**config.mk**
```make
export PLATFORM = sky130hd
export DESIGN_NAME = mario_motion
export DESIGN_NICKNAME = d
export VERILOG_FILES = /design/src/rtl/mario_motion.sv
export SDC_FILE = /design/constraint.sdc
export NUM_CORES = 1
export LEC_CHECK = 0
export ABC_AREA = 0
export BUFFER_PORTS_ARGS = -buffer_cell sky130_fd_sc_hd__buf_2
export CAP_MARGIN = 30
export CORE_ASPECT_RATIO = 1.75
export CORE_UTILIZATION = 53
export DETAILED_ROUTE_END_ITERATION = 12
export GPL_TIMING_DRIVEN = 0
export HOLD_SLACK_MARGIN = 0.05
export PLACE_DENSITY = 0.89
export SLEW_MARGIN = 0
export SYNTH_ARGS = -nofsm -noshare
export SYNTH_HDL_FRONTEND = slang
export SYNTH_SLANG_ARGS = --single-unit
```
**constraint.sdc**
```tcl
create_clock -name Clk -period 2.68 [get_ports Clk]
set_input_delay 0.134 -clock Clk [delete_from_list [all_inputs] [get_ports Clk]]
set_output_delay 0.134 -clock Clk [all_outputs]
set_load 0.01 [all_outputs]
```
**src/rtl/mario_motion.sv**
```systemverilog
// Per-frame motion integrator for Mario: velocity update, position update with playfield clamping.
// Optional macro MARIO_GRAVITY_EN adds +1 to the vertical velocity every frame while airborne.
module mario_motion #(
  parameter int POS_W    = 10,
  parameter int VEL_W    = 6,
  parameter int START_X  = 320,
  parameter int START_Y  = 400,
  parameter int X_MIN    = 0,
  parameter int X_MAX    = 623,
  parameter int Y_MIN    = 0,
  parameter int Y_GROUND = 400,
  parameter int VMAX_X   = 8,
  parameter int VMAX_Y   = 15
) (
  input  logic             Clk,
  input  logic             Reset_n,
  input  logic             frame_clk,
  input  logic [2:0]       right_accel,
  input  logic [2:0]       left_accel,
  input  logic [2:0]       up_accel,
  input  logic [2:0]       down_accel,
  input  logic             stand_still,
  output logic [POS_W-1:0] Mario_X,
  output logic [POS_W-1:0] Mario_Y,
  output logic [VEL_W-1:0] Vel_X,
  output logic [VEL_W-1:0] Vel_Y,
  output logic             is_ground,
  output logic             facing_left,
  output logic             update_done
);

  localparam int VW = VEL_W + 2;
  localparam int PW = POS_W + 2;

  localparam logic signed [VW-1:0] VX_HI = VW'(VMAX_X);
  localparam logic signed [VW-1:0] VX_LO = -VX_HI;
  localparam logic signed [VW-1:0] VY_HI = VW'(VMAX_Y);
  localparam logic signed [VW-1:0] VY_LO = -VY_HI;

  localparam logic signed [PW-1:0] XMIN_S = PW'(X_MIN);
  localparam logic signed [PW-1:0] XMAX_S = PW'(X_MAX);
  localparam logic signed [PW-1:0] YMIN_S = PW'(Y_MIN);
  localparam logic signed [PW-1:0] YGND_S = PW'(Y_GROUND);

  typedef enum logic [1:0] {WAIT_FRAME, UPD_VEL, UPD_POS, DONE} state_t;

  state_t state, state_nxt;
  logic   frame_q;
  logic   frame_edge;

  assign frame_edge = frame_clk & ~frame_q;

  always_ff @(posedge Clk or negedge Reset_n) begin
    if (!Reset_n) begin
      state   <= WAIT_FRAME;
      frame_q <= 1'b0;
    end else begin
      state   <= state_nxt;
      frame_q <= frame_clk;
    end
  end

  // Edges arriving outside WAIT_FRAME are simply dropped.
  always_comb begin
    state_nxt = state;
    case (state)
      WAIT_FRAME: if (frame_edge) state_nxt = UPD_VEL;
      UPD_VEL:    state_nxt = UPD_POS;
      UPD_POS:    state_nxt = DONE;
      DONE:       state_nxt = WAIT_FRAME;
      default:    state_nxt = WAIT_FRAME;
    endcase
  end

  // Velocity datapath, widened by two bits so accel sums never wrap before saturation.
  logic signed [VW-1:0] vel_x_ext, vel_y_ext;
  logic signed [VW-1:0] r_ext, l_ext, u_ext, d_ext, grav;
  logic signed [VW-1:0] vx_sum, vy_sum, vx_sat, vy_sat;

  assign vel_x_ext = {{2{Vel_X[VEL_W-1]}}, Vel_X};
  assign vel_y_ext = {{2{Vel_Y[VEL_W-1]}}, Vel_Y};
  assign r_ext     = {{(VW-3){1'b0}}, right_accel};
  assign l_ext     = {{(VW-3){1'b0}}, left_accel};
  assign u_ext     = {{(VW-3){1'b0}}, up_accel};
  assign d_ext     = {{(VW-3){1'b0}}, down_accel};

`ifdef MARIO_GRAVITY_EN
  assign grav = is_ground ? '0 : VW'(1);
`else
  assign grav = '0;
`endif

  assign vx_sum = vel_x_ext + r_ext - l_ext;
  assign vy_sum = vel_y_ext + d_ext - u_ext + grav;

  always_comb begin
    if (stand_still)          vx_sat = '0;
    else if (vx_sum > VX_HI)  vx_sat = VX_HI;
    else if (vx_sum < VX_LO)  vx_sat = VX_LO;
    else                      vx_sat = vx_sum;

    if (vy_sum > VY_HI)       vy_sat = VY_HI;
    else if (vy_sum < VY_LO)  vy_sat = VY_LO;
    else                      vy_sat = vy_sum;
  end

  // Position datapath uses the velocity registered in UPD_VEL (semi-implicit Euler).
  logic signed [PW-1:0] x_sum, y_sum;
  logic [POS_W-1:0]     x_nxt, y_nxt;
  logic                 x_hit, y_hit;

  assign x_sum = $signed({2'b00, Mario_X}) + $signed({{(PW-VEL_W){Vel_X[VEL_W-1]}}, Vel_X});
  assign y_sum = $signed({2'b00, Mario_Y}) + $signed({{(PW-VEL_W){Vel_Y[VEL_W-1]}}, Vel_Y});

  always_comb begin
    x_hit = 1'b1;
    if (x_sum < XMIN_S)       x_nxt = POS_W'(X_MIN);
    else if (x_sum > XMAX_S)  x_nxt = POS_W'(X_MAX);
    else begin
      x_nxt = POS_W'(x_sum);
      x_hit = 1'b0;
    end

    y_hit = 1'b1;
    if (y_sum >= YGND_S)      y_nxt = POS_W'(Y_GROUND);
    else if (y_sum < YMIN_S)  y_nxt = POS_W'(Y_MIN);
    else begin
      y_nxt = POS_W'(y_sum);
      y_hit = 1'b0;
    end
  end

  always_ff @(posedge Clk or negedge Reset_n) begin
    if (!Reset_n) begin
      Mario_X     <= POS_W'(START_X);
      Mario_Y     <= POS_W'(START_Y);
      Vel_X       <= '0;
      Vel_Y       <= '0;
      is_ground   <= (START_Y == Y_GROUND);
      facing_left <= 1'b0;
      update_done <= 1'b0;
    end else begin
      update_done <= (state == UPD_POS);
      case (state)
        UPD_VEL: begin
          Vel_X <= VEL_W'(vx_sat);
          Vel_Y <= VEL_W'(vy_sat);
          if (vx_sat < 0)       facing_left <= 1'b1;
          else if (vx_sat > 0)  facing_left <= 1'b0;
        end
        UPD_POS: begin
          Mario_X   <= x_nxt;
          Mario_Y   <= y_nxt;
          is_ground <= (y_nxt == POS_W'(Y_GROUND));
          if (x_hit) Vel_X <= '0;
          if (y_hit) Vel_Y <= '0;
        end
        default: ;
      endcase
    end
  end

endmodule

```
Word level (Yosys, flattened, before mapping)

Index checks and enable logic that the tools add are counted.

Input bits: 16
Bits in registers: 38
Word-level logic and storage cells: 61
Output and inout bits: 35

$lt $le $gt $ge: 10
Eq/ne operators: 7
Bitwise operators: 2
Mux-type cells: 21
Reductions and logical operators: 6
Add/subtract/negate cells: 6

Operators with widths:

| cell                   | number |
|---|---|
| $mux W10               | 4 |
| $add A11 B6 Y12        | 2 |
| $lt A12 B1 Y1 const B  | 2 |
| $mux W6                | 4 |
| $mux W8                | 3 |
| $pmux W6 S2            | 2 |
| $gt A8 B5 Y1 const B   | 2 |
| $sub A7 B4 Y8          | 2 |
| $add A6 B4 Y7          | 2 |
| $ge A12 B10 Y1 const B | 1 |
| $gt A12 B11 Y1 const B | 1 |
| $eq A10 B9 Y1 const B  | 1 |
| $gt A8 B1 Y1 const B   | 1 |
| $lt A8 B1 Y1 const B   | 1 |
| $lt A8 B4 Y1 const B   | 1 |
| $lt A8 B5 Y1 const B   | 1 |
| $pmux W2 S4            | 1 |
| $mux W1                | 6 |
| $ne A2 B2 Y1 const B   | 3 |
| $reduce_and A2 Y1      | 3 |
| $eq A2 B2 Y1 const B   | 2 |
| $reduce_bool A2 Y1     | 2 |
| $eq A2 B1 Y1 const B   | 1 |
| $logic_not A2 Y1       | 1 |
| 3 further kinds        | 3 |

Longest topological paths before layout

Gate-level depths: netlist of the first run.

Depth after elaboration: 9
Gate-level depth with buffers: 15

Least setup slack after synthesis of the first run

No wires, ideal clock.

Path kind: register to register
Start point: register Vel_Y[1]
End point: register Vel_Y[0]
Data required time: 2.579 ns
Data arrival time: 2.876 ns
Stages on the path, launching flop included: 13
Buffers on the path: 0
Library setup time: 0.101 ns
Path slack: -0.297 ns
Period minus slack after synthesis: 2.977 ns
Cell sequence: dfrtp_1 inv_1 fa_1 inv_1 ha_1 a211oi_2 nor2_1 xor2_1 o41a_1 a211oi_1 nor2_1 nor4b_1 o32ai_1

Longest elaborated chain between the ends: 6

RTL lines:

| what                                             | line     | source |
|---|---|---|
| from (decl)                                      | 26       | `output logic [VEL_W-1:0] Vel_Y,` |
| from (signal assigned)                           | 147      | `Vel_Y <= VEL_W'(vy_sat);` |
| $add A6 B4 Y7 or $add A11 B6 Y12 (tied branches) | 94, 113  |  |
| $sub A7 B4 Y8 or $lt A12 B1 Y1 (tied branches)   | 94, 126  |  |
| $lt A8 B5 Y1 or $mux W1 (tied branches)          | 103, 126 |  |
| $mux W6 or $mux W1 (tied branches)               | 103, 125 |  |
| $mux W6 or $ne A2 B2 Y1 (tied branches)          | --       |  |
| $pmux W6 S2 or $reduce_and A2 Y1 (tied branches) | --       |  |

Several ways; a longest one is shown, not always the timed one.
A chain may end at the register's enable or synchronous reset.

Worst setup path in the final report of the first run

Start point: register Vel_Y[1]
End point: register Vel_Y[3]

The elaborated chain is that of the path after synthesis.

==> results.yml, run 1 <==
timing:
  hold_viol: 0
  drv_slew: 0
  slew_headroom: 0.433
  finalCritPeriodShare: 1.13
  report.final.setup_viol: 24
  min_period_ns: 3.04
  fin_ws_ns: -0.355
  worst_hold_slack_ns: 0.179
  fmax_ghz: 0.329
  rsz0062_at_grt: "true"
  worst_slew_pin_slew_ns: 0.851
  finClkSkew_ns: 0.00987
floorplanning:
  die_area_mm2: 0.00686
  core_area_mm2: 0.00623
  start_util: 0.555
  die_x_um: 63.0
  row_count: 38
  num_io_pins: 51
  die-height_um: 109
placed_design:
  gp_congestion: 0.907
  io_buffers: 50
  post-place-ws_ns: -0.493
  dp_hpwl_um: 6770
critical_path:
  critPathArrivalTime_ns: 3.22
  critical_path.cell_chain: "inv_2, fa_1, inv_2, ha_4, a211oi_4, nor2_1, xor2_1, o41a_1, a211oi_2, nor2_2, buf_6, a211oi_2, o32ai_1"
  cp_slowest_cell: "fa_1"
  critPathLaunch: "Vel_Y[1]"
  worstSetupPathType: "reg -> reg"
  crit_path_max_incr_delay_ns: 0.52
  endpoint_kind: "register"
  worstPathRequired_ns: 2.86
  r2r_start: "Vel_Y[1]"
  path_max_fanout: 3
  cp.buffers_inverters: 3
  start_kind: "register"
  path_delay_family: "compound AO/OA/AOI/OAI gates"
cells_and_area:
  utilization: 0.718
  nFillCells: 417
  syn2layout_area_growth_pct: 29.4
  layout.nets: 528
  antennaDiodeCount: 0
  multi_input_area_mm2: 0.00267
  seqCellArea_um2: 962
  drive_above_1_share: 0.373
yosys:
  synthTopCellsByCount: "inv_1, ha_1, nor2_1"
  netlist_area_mm2: 0.00346
  synth_nets: 444
  seq_area_frac_synth: 0.277
  ys_top_cells_by_area: "dfrtp_1, ha_1, fa_1, dfstp_2, inv_1"
  post-synth-top-count-cell: "inv_1"
  netlist_instances: 379
  yosysTopAreaCell: "dfrtp_1"
  ys.flop_type: "dfrtp_1"
  synth-seq-cells: 38
  yosysUniqueCellTypes: 63
  async_flop_share: 1.00
  synth_top_family_by_area: "compound AO/OA/AOI/OAI gates"
  muxShareOfSynthArea: 0.00615
  syn_area_per_cell_um2: 9.12
  synth_edf_count: 0
  synth_compound_gate_area_share: 0.270
  ys_warn_count: 0
  yosys.area_share.simple: 0.143
  synth_xor_area_frac: 0.0583
  synth_adder_area_share: 0.195
  synth_top_area_share: 0.232
clock_network:
  clockRootBuffer: "clkbuf_8"
  cts_buffers: 5
  clkSinkCount: 38
  tritoncts: "done"
  htree_num_levels: 2
  clk_pin_slew_worst_paths_ns: 0.08
  clock_latency_ns: 0.32
  clockBufferDepth: 2
run:
  maxCapViolations: 0
detailed_routing:
  drc: 0
  wl_per_cell_um: 19.3
  dr.pass1.iters: 5
  antenna_left: 0
  vias: 3369
  routed_wl_um: 10500
  via_per_inst: 6.19
  drtIter0Drc: 209
grt:
  overflow: 0
  grt_max_degree: 39
  grtUsageTotal: 0.300
  antenna_found_initial: 0
  grt_pass1_vias: 3475
  grt_pass1_wl_um: 15900
hold_path:
  min_from: "stand_still"
  hold_class: "in -> reg"
status:
  violations: "setup timing"
  status: "complete, but fails checks"
==> sequential cells by signal, indices dropped and copies added, names as in the netlist <==
signal	cells
Mario_X	10
Mario_Y	10
Vel_X	6
Vel_Y	6
facing_left	1
frame_q	1
is_ground	1
state	2
update_done	1
==> per-layer routing <==
layer | vias to the layer above | global-route usage | wire [um]
met1 | 1638 | 0.295 | 3650
met5 | - | 0 | 0
met3 | 50 | 0.0356 | 482
met4 | 0 | 0.186 | 535
met2 | 144 | 0.583 | 5830
li1 | 1537 | - | -
==> stage by stage <==
stage | TNS (ns) | area, um^2 | std cells
floorplan | -1.14 | 3500 | 379
global placement | -5.99 | 3850 | 509
detailed placement | -9.03 | 3850 | 509
CTS | -2.58 | 4270 | 536
global route | -8.13 | 4470 | 544
finish | -5.39 | 4470 | 544
==> cells in the final DEF (no fill, tap or decap), types with 7 or more instances in the layout <==
cell / Yosys / final
dfrtp_1: 32 / 29
xnor2_1: 12 / 10
o21ai_0: 20 / 17
nor2_1: 35 / 31
buf_2: 0 / 50
a21oi_2: 3 / 8
xor2_1: 11 / 9
nand2_1: 24 / 23
buf_4: 0 / 22
a21o_1: 7 / 7
a21oi_1: 19 / 14
ha_1: 41 / 33
inv_1: 42 / 39
o2bb2ai_1: 14 / 7
==> final cells by class <==
cell class	count	area share
plain buffers	3	0.00252
clock buffers	7	0.0193
clock inverters	1	0.00112
inverters	42	0.0352
multi-input cells	295	0.597
flip-flops and latches	38	0.215
well taps	80	0.0224
repair buffers	78	0.107
==> worst min-delay path: cells and delay by family <==
family	cells	cell delay, ns
and+or+nand+nor	2	0.18
buffers and inverters	1	0.07
AOI/OAI and AO/OA	1	0.08
==> final timing paths <==
kind | cells after the start | slack (ns) | end
worst max register to register | 13 | -0.36 | Vel_Y[3]
worst min-delay path | 4 | 0.18 | facing_left
worst max-delay path | 13 | -0.36 | Vel_Y[3]
max in group asynchronous | 2 | 1.63 | Vel_X[1]
worst min register to register | 1 | 0.49 | Mario_X[6]
min in group asynchronous | 2 | 0.46 | Mario_Y[2]
==> what timing repair did <==
item / CTS / global route
pin swaps: 38 / 15
endpoints found under the hold margin: 33 / 0
buffers inserted: 18 / 8
setup endpoints to repair: 31 / 33
gates resized for setup: 40 / 29
hold buffers: 2 / 0
==> cell families after synthesis <==
kind of cell | count (synthesis)
compound gates | 120
simple gates | 101
fa+ha+maj | 49
buf+inv | 46
flops | 38
xor+xnor | 23
mux | 2
Power of run 1 is not shown: default switching activity piles up to over one toggle a cycle in this logic, so the estimate is an artifact.
==> inputs of run 2 (changes only) <==
--- a/config.mk
+++ b/config.mk
@@ -8,12 +8,13 @@
 export ABC_AREA = 0
 export BUFFER_PORTS_ARGS = -buffer_cell sky130_fd_sc_hd__buf_2
 export CAP_MARGIN = 30
+export CELL_PAD_IN_SITES_DETAIL_PLACEMENT = 0
+export CELL_PAD_IN_SITES_GLOBAL_PLACEMENT = 1
 export CORE_ASPECT_RATIO = 1.75
-export CORE_UTILIZATION = 53
+export CORE_UTILIZATION = 40
 export DETAILED_ROUTE_END_ITERATION = 12
-export GPL_TIMING_DRIVEN = 0
 export HOLD_SLACK_MARGIN = 0.05
-export PLACE_DENSITY = 0.89
+export PLACE_DENSITY = 0.88
 export SLEW_MARGIN = 0
 export SYNTH_ARGS = -nofsm -noshare
 export SYNTH_HDL_FRONTEND = slang
==> run 2 against run 1 <==
The flow still finishes with violations (setup timing). Clock-buffer cell count fell by 2. Non-clock buffer count rose by 46. Via count fell by 0.24%. First-iteration DRC count fell by 33%. Sequential cell count did not move. Hold slack improved by 0.049 ns. Critical path depth fell by 1. Core utilization fell by 12 points. Fmax rose by 3.6%. Final cell count rose by 15%. Routed wire length fell by 9.7%. Global-route usage fell by 8.3 points.
==> results.yml, run 2 (same netlist as run 1, synthesis figures left out) <==
cells_and_area:
  reg_top3: "Mario_X x10, Mario_Y x10"
  layout.nets: 574
  layout_commonest_cell: "buf_4"
  stdcell_count: 625
  stdcell_area_mm2: 0.00498
  nFillCells: 702
  final_cell_mix: "buf_4, buf_2, inv_1"
  syn2layout_area_growth_pct: 44.1
  antennaDiodeCount: 0
  drive_above_1_share: 0.439
timing:
  finClkSkew_ns: 0.00977
  report.final.setup_viol: 16
  worst_hold_slack_ns: 0.228
  drv_slew: 0
  finalCritPeriodShare: 1.09
  fmax_ghz: 0.341
  fin_ws_ns: -0.251
  slew_headroom: 0.404
  rsz0062_at_grt: "true"
  hold_viol: 0
  worst_slew_pin_slew_ns: 0.894
  min_period_ns: 2.93
clock_network:
  clkSinkCount: 38
  clockRootBuffer: "clkbuf_16"
  clk_pin_slew_worst_paths_ns: 0.07
  htree_num_levels: 2
  tritoncts: "done"
  clock_latency_ns: 0.29
  clockBufferDepth: 2
  cts_buffers: 5
critical_path:
  endpoint_kind: "register"
  start_kind: "register"
  crit_path_max_incr_delay_ns: 0.52
  r2r_start: "Vel_Y[1]"
  cp.buffers_inverters: 2
  r2r_cells: 12
  worstSetupPathType: "reg -> reg"
  critical_path.cell_chain: "inv_2, fa_1, inv_2, ha_4, a211oi_4, nor2_1, xor2_1, o41a_1, a211oi_2, nor2_2, nor4b_4, o32ai_2"
  critPathArrivalTime_ns: 3.12
  path_delay_family: "compound AO/OA/AOI/OAI gates"
  worstPathRequired_ns: 2.87
  cp_slowest_cell: "fa_1"
  cp_common_cell: "inv_2"
  critPathLaunch: "Vel_Y[1]"
  r2r_slack_ns: -0.25
  path_max_fanout: 4
  cp.depth: 12
placed_design:
  post-place-cells: 608
  io_buffers: 50
  place_area_mm2: 0.00439
  dp_hpwl_um: 7270
  post-place-ws_ns: -0.344
  gp_congestion: 0.871
pwr:
  total_power_mw: 7.75
  comb_power_share: 0.781
  p_int_mw: 4.18
  ir_worst_vdd_mv: 0.985
  switching_share: 0.461
  power.switching_mw: 3.58
  p_leak_nw: 2.40
  p_clk_frac: 0.089
  p_per_area_mw_per_mm2: 1560
  p_seq_frac: 0.131
detailed_routing:
  drtIter0Drc: 140
  dr.pass1.iters: 4
  antenna_left: 0
  via_per_inst: 5.38
  drc: 0
  routed_wl_um: 9480
  wl_per_cell_um: 15.2
  vias: 3361
run:
  maxCapViolations: 0
grt:
  grt_pass1_wl_um: 15700
  overflow: 0
  antenna_found_initial: 0
  grt_pass1_vias: 3493
  grt_max_degree: 39
  grtUsageTotal: 0.218
floorplanning:
  num_io_pins: 51
  core_area_mm2: 0.00831
  start_util: 0.416
  die-height_um: 125
  row_count: 44
  die_x_um: 72.3
  die_area_mm2: 0.00903
hold_path:
  hold_class: "in -> reg"
  min_path_cells: 4
  min_from: "stand_still"
status:
  status: "complete, but fails checks"
  violations: "setup timing"
-- run 2: power by group through the flow --
stage	logic [mW]	registers, mW	clock network (mW)
3_3_place_gp	4.82	1.01	0
4_1_cts	5.31	1.01	0.696
5_1_grt	6.57	1.04	0.716
6_report	6.05	1.01	0.687
2_1_floorplan	3.00	1.13	0
3_5_place_dp	4.96	1.01	0
-- run 2: path summary, 6_finish.rpt --
kind,to
setup / recovery,Vel_Y[0]
hold / removal,facing_left
setup reg to reg,Vel_Y[0]
hold reg to reg,is_ground
max in group asynchronous,Vel_X[1]
min in group asynchronous,Mario_Y[5]
-- run 2: what timing repair did --
action / CTS / global route
pin swaps: 9 / 30
setup buffers: 3 / 6
endpoints found under the setup margin: 32 / 33
hold buffers: 2 / 0
cloned: 0 / 0
resized for setup: 22 / 51
endpoints found under the hold margin: 33 / 0
-- run 2: cell type report --
type,instances,area [um^2],area share
clock buffer,5,125,0.0251
clock inverter,3,40.0,0.00804
inverter,42,158,0.0317
multi-input combinational,295,2700,0.542
sequential,38,960,0.193
tap,115,144,0.0289
timing repair buffer,127,852,0.171
-- run 2: through the flow --
stage                util  setup TNS [ns]
floorplan               -           -1.14
global placement    0.528           -2.25
detailed placement  0.528           -3.61
CTS                 0.565           -1.42
global route        0.599           -5.49
finish              0.599           -1.86
-- run 2: worst register-to-register path: stages (launching register included) --
cell	delay, ns
dfrtp_1	0.36
inv_2	0.06
fa_1	0.52
inv_2	0.06
ha_4	0.22
a211oi_4	0.21
nor2_1	0.08
xor2_1	0.16
o41a_1	0.45
a211oi_2	0.26
nor2_2	0.08
nor4b_4	0.14
o32ai_2	0.25
-- run 2: metal layers --
layer  wire [um]  vias to the layer above  global-route usage
met5           0                        -                   0
met4         402                        0               0.123
met3         167                       29              0.0161
met2        5200                       65               0.396
met1        3710                     1629               0.241
li1            -                     1638                   -
Power figures use the tool's default switching activity.
